==> config.mk <==
export PLATFORM = sky130hd
export DESIGN_NAME = rr_mux_n
export DESIGN_NICKNAME = d
export VERILOG_FILES = /design/src/rtl/rr_mux_pkg.sv /design/src/rtl/rr_grant.sv /design/src/rtl/rr_mux_n.sv
export SDC_FILE = /design/constraint.sdc
export NUM_CORES = 1
export LEC_CHECK = 0
export CAP_MARGIN = 40
export CORE_MARGIN = 5
export CORE_UTILIZATION = 45
export CTS_CLUSTER_DIAMETER = 200
export DETAILED_ROUTE_END_ITERATION = 8
export PLACE_DENSITY = 0.81
export SLEW_MARGIN = 20
export SYNTH_ARGS = -nofsm -noshare
export SYNTH_HDL_FRONTEND = slang
export SYNTH_SLANG_ARGS = --single-unit
==> constraint.sdc <==
create_clock -name clk -period 4.16 [get_ports clk]
set_clock_uncertainty 0.1 [all_clocks]
set_input_delay 0.832 -clock clk [delete_from_list [all_inputs] [get_ports clk]]
set_output_delay 0.832 -clock clk [all_outputs]
set_load 0.005 [all_outputs]
==> src/rtl/rr_mux_pkg.sv <==
// -----------------------------------------------------------------------------
// rr_mux_pkg
// Shared definitions for the N-channel arbitrating multiplexer:
//   MODE_RR     - round-robin arbitration (rotating priority pointer)
//   MODE_FIXED  - fixed priority, lowest channel index wins
//   idx_width() - width of a channel index, never narrower than one bit
// -----------------------------------------------------------------------------
package rr_mux_pkg;

  localparam int MODE_RR    = 0;
  localparam int MODE_FIXED = 1;

  // A two-channel mux still needs one index bit, so clamp at 1.
  function automatic int idx_width(input int n);
    if (n <= 2) begin
      return 1;
    end else begin
      return $clog2(n);
    end
  endfunction

endpackage : rr_mux_pkg

==> src/rtl/rr_grant.sv <==
// -----------------------------------------------------------------------------
// rr_grant
// Purely combinational rotating-priority arbiter. Starting at channel ptr and
// walking upward (wrapping from CHANNELS-1 to 0), the first requesting channel
// receives the grant. With ptr tied to zero this degenerates into a fixed
// lowest-index-wins arbiter.
// Ports:
//   req        in  CHANNELS  request vector (one bit per channel)
//   ptr        in  IW        channel with highest priority this cycle
//   grant      out CHANNELS  one-hot grant, all zero when nothing requests
//   grant_idx  out IW        binary index of the granted channel (0 if none)
//   grant_any  out 1         at least one channel is granted
// -----------------------------------------------------------------------------
module rr_grant
  import rr_mux_pkg::*;
#(
  parameter int CHANNELS = 4,
  parameter int IW       = idx_width(CHANNELS)
) (
  input  logic [CHANNELS-1:0] req,
  input  logic [IW-1:0]       ptr,
  output logic [CHANNELS-1:0] grant,
  output logic [IW-1:0]       grant_idx,
  output logic                grant_any
);

  // One extra bit so ptr + offset cannot overflow before the wrap.
  localparam int SW = IW + 1;

  logic [SW-1:0] cand_s;
  logic [IW-1:0] cand_idx_s;
  logic          found_s;

  // Rotating search: the first requester at or above ptr (modulo CHANNELS) wins.
  always_comb begin
    grant      = {CHANNELS{1'b0}};
    grant_idx  = {IW{1'b0}};
    found_s    = 1'b0;
    cand_s     = {SW{1'b0}};
    cand_idx_s = {IW{1'b0}};
    for (int k = 0; k < CHANNELS; k++) begin
      cand_s = {1'b0, ptr} + SW'(k);
      if (cand_s >= SW'(CHANNELS)) begin
        cand_s = cand_s - SW'(CHANNELS);
      end else begin
        cand_s = cand_s;
      end
      cand_idx_s = cand_s[IW-1:0];
      if (!found_s && req[cand_idx_s]) begin
        found_s           = 1'b1;
        grant[cand_idx_s] = 1'b1;
        grant_idx         = cand_idx_s;
      end else begin
        found_s = found_s;
      end
    end
  end

  assign grant_any = found_s;

endmodule : rr_grant

==> src/rtl/rr_mux_n.sv <==
// -----------------------------------------------------------------------------
// rr_mux_n
// N-channel valid/ready multiplexer with a one-word registered output stage.
// Each cycle the arbiter (round-robin or fixed priority, chosen by MODE)
// grants one valid channel; the word is accepted whenever the output register
// is empty or is being drained in the same cycle, giving one-cycle latency and
// full throughput while out_ready stays high.
// Parameters:
//   WIDTH     data bits per channel (>= 1)
//   CHANNELS  number of input channels (2..16)
//   MODE      MODE_RR (0) round-robin, MODE_FIXED (1) lowest index wins
// Ports:
//   clk        in   1               rising-edge clock
//   reset      in   1               asynchronous active-high reset
//   in_data    in   CHANNELS*WIDTH  channel i at [i*WIDTH +: WIDTH]
//   in_valid   in   CHANNELS        channel i offers a word
//   in_ready   out  CHANNELS        channel i word accepted this cycle
//   out_data   out  WIDTH           registered selected word
//   out_valid  out  1               out_data/out_chan hold a word
//   out_ready  in   1               downstream accepts the word this cycle
//   out_chan   out  idx_width       source channel of out_data
// -----------------------------------------------------------------------------
module rr_mux_n
  import rr_mux_pkg::*;
#(
  parameter int WIDTH    = 8,
  parameter int CHANNELS = 4,
  parameter int MODE     = MODE_RR
) (
  input  logic                           clk,
  input  logic                           reset,
  input  logic [CHANNELS*WIDTH-1:0]      in_data,
  input  logic [CHANNELS-1:0]            in_valid,
  output logic [CHANNELS-1:0]            in_ready,
  output logic [WIDTH-1:0]               out_data,
  output logic                           out_valid,
  input  logic                           out_ready,
  output logic [idx_width(CHANNELS)-1:0] out_chan
);

  localparam int            IW       = idx_width(CHANNELS);
  localparam logic [IW-1:0] LAST_IDX = IW'(CHANNELS - 1);

  // State: priority pointer and the output register.
  logic [IW-1:0]    ptr_q,       ptr_d;
  logic [WIDTH-1:0] out_data_q,  out_data_d;
  logic [IW-1:0]    out_chan_q,  out_chan_d;
  logic             out_valid_q, out_valid_d;

  logic [IW-1:0]       ptr_sel_s;
  logic [CHANNELS-1:0] grant_s;
  logic [IW-1:0]       grant_idx_s;
  logic                grant_any_s;
  logic                load_en_s;
  logic                in_xfer_s;
  logic [WIDTH-1:0]    sel_data_s;

  // Fixed-priority mode searches from channel 0 every cycle.
  always_comb begin
    if (MODE == MODE_FIXED) begin
      ptr_sel_s = {IW{1'b0}};
    end else begin
      ptr_sel_s = ptr_q;
    end
  end

  rr_grant #(
    .CHANNELS (CHANNELS),
    .IW       (IW)
  ) u_grant (
    .req       (in_valid),
    .ptr       (ptr_sel_s),
    .grant     (grant_s),
    .grant_idx (grant_idx_s),
    .grant_any (grant_any_s)
  );

  // The output register can take a new word when empty or draining this cycle.
  // Reset is folded in so in_ready drops immediately, not at the next edge.
  always_comb begin
    load_en_s = (!out_valid_q || out_ready) && !reset;
    in_xfer_s = grant_any_s && load_en_s;
    in_ready  = grant_s & {CHANNELS{load_en_s}};
  end

  // AND-OR data select driven by the one-hot grant.
  always_comb begin
    sel_data_s = {WIDTH{1'b0}};
    for (int i = 0; i < CHANNELS; i++) begin
      sel_data_s = sel_data_s | (in_data[i*WIDTH +: WIDTH] & {WIDTH{grant_s[i]}});
    end
  end

  // Next-state for the output register and pointer.
  always_comb begin
    ptr_d       = ptr_q;
    out_data_d  = out_data_q;
    out_chan_d  = out_chan_q;
    out_valid_d = out_valid_q;
    if (in_xfer_s) begin
      out_data_d  = sel_data_s;
      out_chan_d  = grant_idx_s;
      out_valid_d = 1'b1;
      if (MODE == MODE_FIXED) begin
        ptr_d = {IW{1'b0}};
      end else if (grant_idx_s == LAST_IDX) begin
        ptr_d = {IW{1'b0}};
      end else begin
        ptr_d = grant_idx_s + IW'(1);
      end
    end else if (out_valid_q && out_ready) begin
      // Drained with nothing to replace it: data/chan keep their last value.
      out_valid_d = 1'b0;
    end else begin
      out_valid_d = out_valid_q;
    end
  end

  // State registers; reset discards any held word and restarts the search at 0.
  always_ff @(posedge clk or posedge reset) begin
    if (reset) begin
      ptr_q       <= {IW{1'b0}};
      out_data_q  <= {WIDTH{1'b0}};
      out_chan_q  <= {IW{1'b0}};
      out_valid_q <= 1'b0;
    end else begin
      ptr_q       <= ptr_d;
      out_data_q  <= out_data_d;
      out_chan_q  <= out_chan_d;
      out_valid_q <= out_valid_d;
    end
  end

  assign out_data  = out_data_q;
  assign out_chan  = out_chan_q;
  assign out_valid = out_valid_q;

endmodule : rr_mux_n
# Word level (Yosys, flattened, before mapping)
# Index checks and enable logic that the tools add are counted.
dict set report word_totals {
  ff_bits 13
  in_bits 39
  output_inout_bits 15
}
dict set report classes {
  add_sub_neg 8
  magnitude_cmp 12
  eq_ne 1
  muxes 35
  bitwise 11
  n_reduce_logical 17
}
# cell count
set op_table {}
lappend op_table {{bitwise AND 8 bit} 4}
lappend op_table {{OR 8 bit} 3}
lappend op_table {{two-way mux 2 bit} 9}
lappend op_table {{two-way mux 4 bit} 4}
lappend op_table {{two-way mux 1 bit} 14}
lappend op_table {{< comparator 2 x 3 -> 1 bit (second input constant)} 4}
lappend op_table {{OR 4 bit} 3}
lappend op_table {{logical AND 1 bit} 10}
lappend op_table {{>= comparator 3 bit (second input constant)} 3}
lappend op_table {{binary-select mux 1 bit (select 2 bit)} 4}
lappend op_table {{demux 1 bit (select 2 bit)} 4}
lappend op_table {{>= comparator 2 x 1 -> 1 bit (second input constant)} 4}
lappend op_table {{subtractor 2 x 1 -> 2 bit (second input constant)} 4}
lappend op_table {{adder 2 x 2 -> 3 bit (second input constant)} 2}
lappend op_table {{zero test 1 bit} 5}
lappend op_table {{bitwise AND 4 bit} 1}
lappend op_table {{adder 2 x 1 -> 3 bit (second input constant)} 1}
lappend op_table {{>= comparator 2 x 3 -> 1 bit (second input constant)} 1}
lappend op_table {{adder 2 x 1 -> 2 bit (second input constant)} 1}
lappend op_table {{== test 2 bit (second input constant)} 1}
lappend op_table {{nonzero test 2 bit} 1}
lappend op_table {{logical OR 1 bit} 1}

# Longest topological paths before layout
dict set report depth {
  word_depth 18
  depth_mapped 11
  ltp_nobuf 8
}

# By module
# A second synthesis with hierarchy kept.
dict set report unflattened {
  hier_cells 110
  hier_area_um2 1146.1
}
# mod instances cells_per_inst area_each_um2 seq_area_each_um2
set modules_own_cells {}
lappend modules_own_cells {rr_mux_n 1 65 724.4 325.3}
lappend modules_own_cells {rr_grant 1 45 421.7 0.0}

# Worst setup path after synthesis
# Ideal clock, no wire load.
dict set report synth_path {
  kind {register -> output}
  from {register ptr_q[1]}
  to {output port in_ready[2]}
  arrival_time_ns 2.307
  t_required_ns 3.228
  setup_slack_ns 0.921
  path_stages_with_launch 11
  n_path_buf 3
  path_cell_list {dfrtp_1 > buf_2 > inv_1 > ha_1 > buf_2 > or3b_2 > o22ai_1 > a21o_1 > buf_4 > o2bb2ai_1 > nor2b_1}
}
dict set report synth_via {
  elab_chain_len 15
}
# element line_no
set synth_rtl {}
lappend synth_rtl {{start, declared} rr_mux_n.sv:45} ;# logic [IW-1:0] ptr_q, ptr_d;
lappend synth_rtl {{start signal, assigned} rr_mux_n.sv:122} ;# ptr_q <= {IW{1'b0}};
lappend synth_rtl {{start signal, assigned} rr_mux_n.sv:127} ;# ptr_q <= ptr_d;
lappend synth_rtl {{branches (longest 13 deep; another with adder 2 x 1 -> 3 bit)} -}
lappend synth_rtl {{two-way mux 4 bit *} rr_grant.sv:49} ;# if (!found_s && req[cand_idx_s]) begin
lappend synth_rtl {{bitwise AND 4 bit *} rr_mux_n.sv:83} ;# in_ready = grant_s & {CHANNELS{load_en_s}};
lappend synth_rtl {{end, declared} rr_mux_n.sv:34} ;# output logic [CHANNELS-1:0] in_ready,
# Every way passes the cells marked *. The select of a mux whose other input is x is not followed.

==> results.yml <==
final_layout:
  multiInputGateArea_um2: 1110
  num-fill-cells: 295
  drive_above_1_share_pct: 15.4
  layout_commonest_cell: "clkdlybuf4s50_1"
  syn_to_final_growth_pct: 45.3
  seq_area_um2: 325
  antennaDiodeCount: 0
  layout_common_cells: "49 x clkdlybuf4s50_1, 27 x nand2_1, 16 x buf_4, 13 x nor2_1, 13 x dfrtp_1"
  final_nets: 287
  final_cells: 287
pwr:
  intPower_uw: 756
  p_switching_uw: 636
  pwr-share-seq_pct: 15.3
  p_sw_share_pct: 45.7
  clock_power_share_pct: 5.6
  power.leakage_uw: 0.000910
  powerDensity_nw_per_um2: 632
  ir_drop_uv: 278
  power_frac_comb_pct: 79.1
status:
  status: "completed"
logic_synthesis:
  syn_area_um2: 1520
  yosys_register_bits: 13
  yosysWarnings: 0
  syn-instance-count: 183
  avgSynthCellArea_um2: 8.28
  syn-num-nets: 228
  synth_seq_area_share_pct: 21.5
  yosysUniqueCellTypes: 43
floorplanning:
  start_util_pct: 45.8
  die_y_um: 68.0
  io_pins: 54
  die_x_um: 68.0
  dieArea_um2: 4630
  row_count: 21
  coreArea_um2: 3310
setup_path:
  path_class: "reg2out"
  cp-end-kind: "output pin"
  arrival_ps: 3080
  cpMostUsedCell: "a21o_1"
  critPathMaxStageDelay_ps: 510
  cp_max_fo: 9
  worstPathRequired_ps: 3230
  cpMaxStageDelayCell: "clkdlybuf4s50_1"
  path_delay_family: "buffers and inverters"
  rr_worst_depth: 8
  worst-path-buf-inv: 3
  critPathLaunchType: "register"
  crit_cells: 9
  worstPathCellList: "inv_1, ha_1, or3b_2, o22ai_1, a21o_1, buf_4, a21o_1, o21ba_2, clkdlybuf4s50_1"
global_route:
  antenna_found_initial: 0
  grt_pass1_wl_um: 7220
  gr-total-overflow: 0
  track_usage_pct: 20.2
  grt_pass1_vias: 1488
  grt_max_degree: 20
sta:
  relSlewSlack_pct: 56.6
  min_period_ps: 4010
  period_share_pct: 96.4
  fmax_mhz: 249
  hold_viol_final: 0
  setup_viol: 0
  tightest_slew_ps: 648
  finalSetupTns_ps: 0
  slew_viol_final: 0
  rsz0062_at_grt: "false"
  setup_slack_ps: 150
worst_hold_path:
  hold_class: "reg2reg"
  min-delay-start: "out_chan[1]"
  whs_path_depth: 2
drt:
  drt_iter0_drc: 98
  num_vias: 1683
  avgRoutedWirePerCell_um: 16.2
  antenna_left: 0
  drt-vias-per-instance: 5.86
  drt_first_pass_iters: 4
  route.detailed.drc: 0
  routed_wl_um: 4660
cts:
  cts_sinks: 13
  cts_tree: "built"
  clk_pin_slew_ps: 70
  cts-root-buf: "clkbuf_4"
  htree_levels: 1
  clk_latency_ps: 270
  holdBufCountCts: 0
  clockBufferDepth: 2
  cts_buffers: 3
placement:
  io_buffer_count: 53
  place_hpwl_um: 3550
  pre_cts_slack_ps: 14.8
  gp_congestion: 0.853
  place_inst: 281
run:
  max_cap_viol_count: 0
-- layer usage --
metal	track usage [%]	part of all wire (%)
met1	29.7	45
met2	31.0	47
met3	2.30	7.2
met4	5.21	1.2
met5	0	0
-- tightest hold or removal path: stages (launching register included) --
cell and delay (ps):
dfrtp_1 350, nand2_1 40, o21ai_0 60
-- timing repair --
item,4_1_cts,5_1_grt
hold endpoints to repair,0,0
gates resized for setup,0,6
endpoints found under the setup margin,0,4
setup buffers,0,1
-- final timing paths --
| kind | end | slack (ps) |
|---|---|---|
| min | out_chan[1] | 390 |
| min in group asynchronous | out_data[5] | 770 |
| max in group asynchronous | out_data[2] | 3020 |
| max reg2reg | out_data[7] | 1360 |
| min reg2reg | out_chan[1] | 390 |
| max | in_ready[1] | 150 |
-- area by class of cell --
class                           instances  area share [%]
Inverter                                6            1.02
Timing Repair Buffer                   69            30.0
Clock buffer                            4            1.19
Tap cell                               46            2.61
Sequential cell                        13            14.8
Multi-Input combinational cell        149            50.4
-- registers in the layout, indices dropped and copies added (netlist names), named ones only --
| name | cells |
|---|---|
| out_data | 8 |
| out_chan | 2 |
| ptr_q | 1 |
| out_valid | 1 |
-- power groups by stage --
| stage | Sequential (µW) | Clock [µW] | Combinational (µW) |
|---|---|---|---|
| after global routing | 221 | 88.6 | 1200 |
| after floorplan | 223 | 0 | 703 |
| after global placement | 213 | 0 | 1050 |
| after detailed placement | 215 | 0 | 1060 |
| final | 213 | 78.3 | 1100 |
| after CTS | 213 | 79.9 | 1060 |
-- per-stage QoR --
stage | total power (µW) | area (µm²) | utilization [%] | hold slack (ps)
after global routing | 1510 | 2200 | 66.5 | 436
final | 1390 | 2200 | 66.5 | 386
after CTS | 1360 | 2150 | 65.1 | 394
after detailed placement | 1270 | 2130 | 64.3 | 377
after global placement | 1260 | 2130 | 64.3 | 365
after floorplan | 926 | 1520 | - | 370
-- synth_stat cells --
| cell | count | area share, % |
|---|---|---|
| or3_1 | 1 | 0.41 |
| buf_6 | 2 | 1.5 |
| mux2_2 | 2 | 1.5 |
| or2_2 | 1 | 0.41 |
| a221o_1 | 8 | 5.3 |
| nor3_1 | 2 | 0.66 |
| a22o_1 | 8 | 4.6 |
| nand2b_1 | 3 | 1.2 |
| a21o_1 | 3 | 1.5 |
| a221oi_2 | 1 | 0.99 |
| mux4_2 | 3 | 4.5 |
| o22ai_1 | 3 | 1.2 |
| dfrtp_1 | 13 | 21 |
| xor2_1 | 1 | 0.58 |
| ha_1 | 6 | 5.0 |
| inv_1 | 6 | 1.5 |
| a2111oi_4 | 2 | 3.6 |
| a31oi_1 | 8 | 3.3 |
| and2_0 | 1 | 0.41 |
| buf_2 | 7 | 2.3 |
| a221oi_1 | 5 | 2.9 |
| o21bai_1 | 1 | 0.50 |
| nor2b_1 | 9 | 3.7 |
| and2_1 | 4 | 1.7 |
| or3b_2 | 4 | 2.3 |
| nor2_2 | 1 | 0.41 |
| o32a_1 | 1 | 0.66 |
| nand3b_1 | 1 | 0.50 |
| nor3_4 | 1 | 1.1 |
| o21ai_0 | 8 | 2.6 |
| a21oi_1 | 7 | 2.3 |
| buf_4 | 1 | 0.50 |
| o31ai_1 | 1 | 0.50 |
| o21ba_2 | 1 | 0.66 |
| clkbuf_1 | 5 | 1.2 |
| mux2i_1 | 4 | 2.6 |
| o2bb2ai_1 | 2 | 1.2 |
| nor3b_1 | 1 | 0.50 |
| a211oi_1 | 3 | 1.5 |
| nor2_1 | 13 | 3.2 |
| buf_1 | 1 | 0.25 |
| a2111oi_0 | 1 | 0.58 |
| nand2_1 | 27 | 6.7 |
-- cell families (layout without fill, tap and decap cells) --
| kind of cell | Yosys count | count (layout) | share of synthesized area (%) |
|---|---|---|---|
| compound gates | 63 | 63 | 33.9 |
| fa+ha+maj | 6 | 6 | 4.95 |
| flops | 13 | 13 | 21.5 |
| buf+inv | 22 | 79 | 7.27 |
| mux | 9 | 10 | 8.59 |
| xor+xnor | 1 | 1 | 0.578 |
| simple gates | 69 | 69 | 23.2 |
Note: power is estimated with default switching activity, not from simulation.
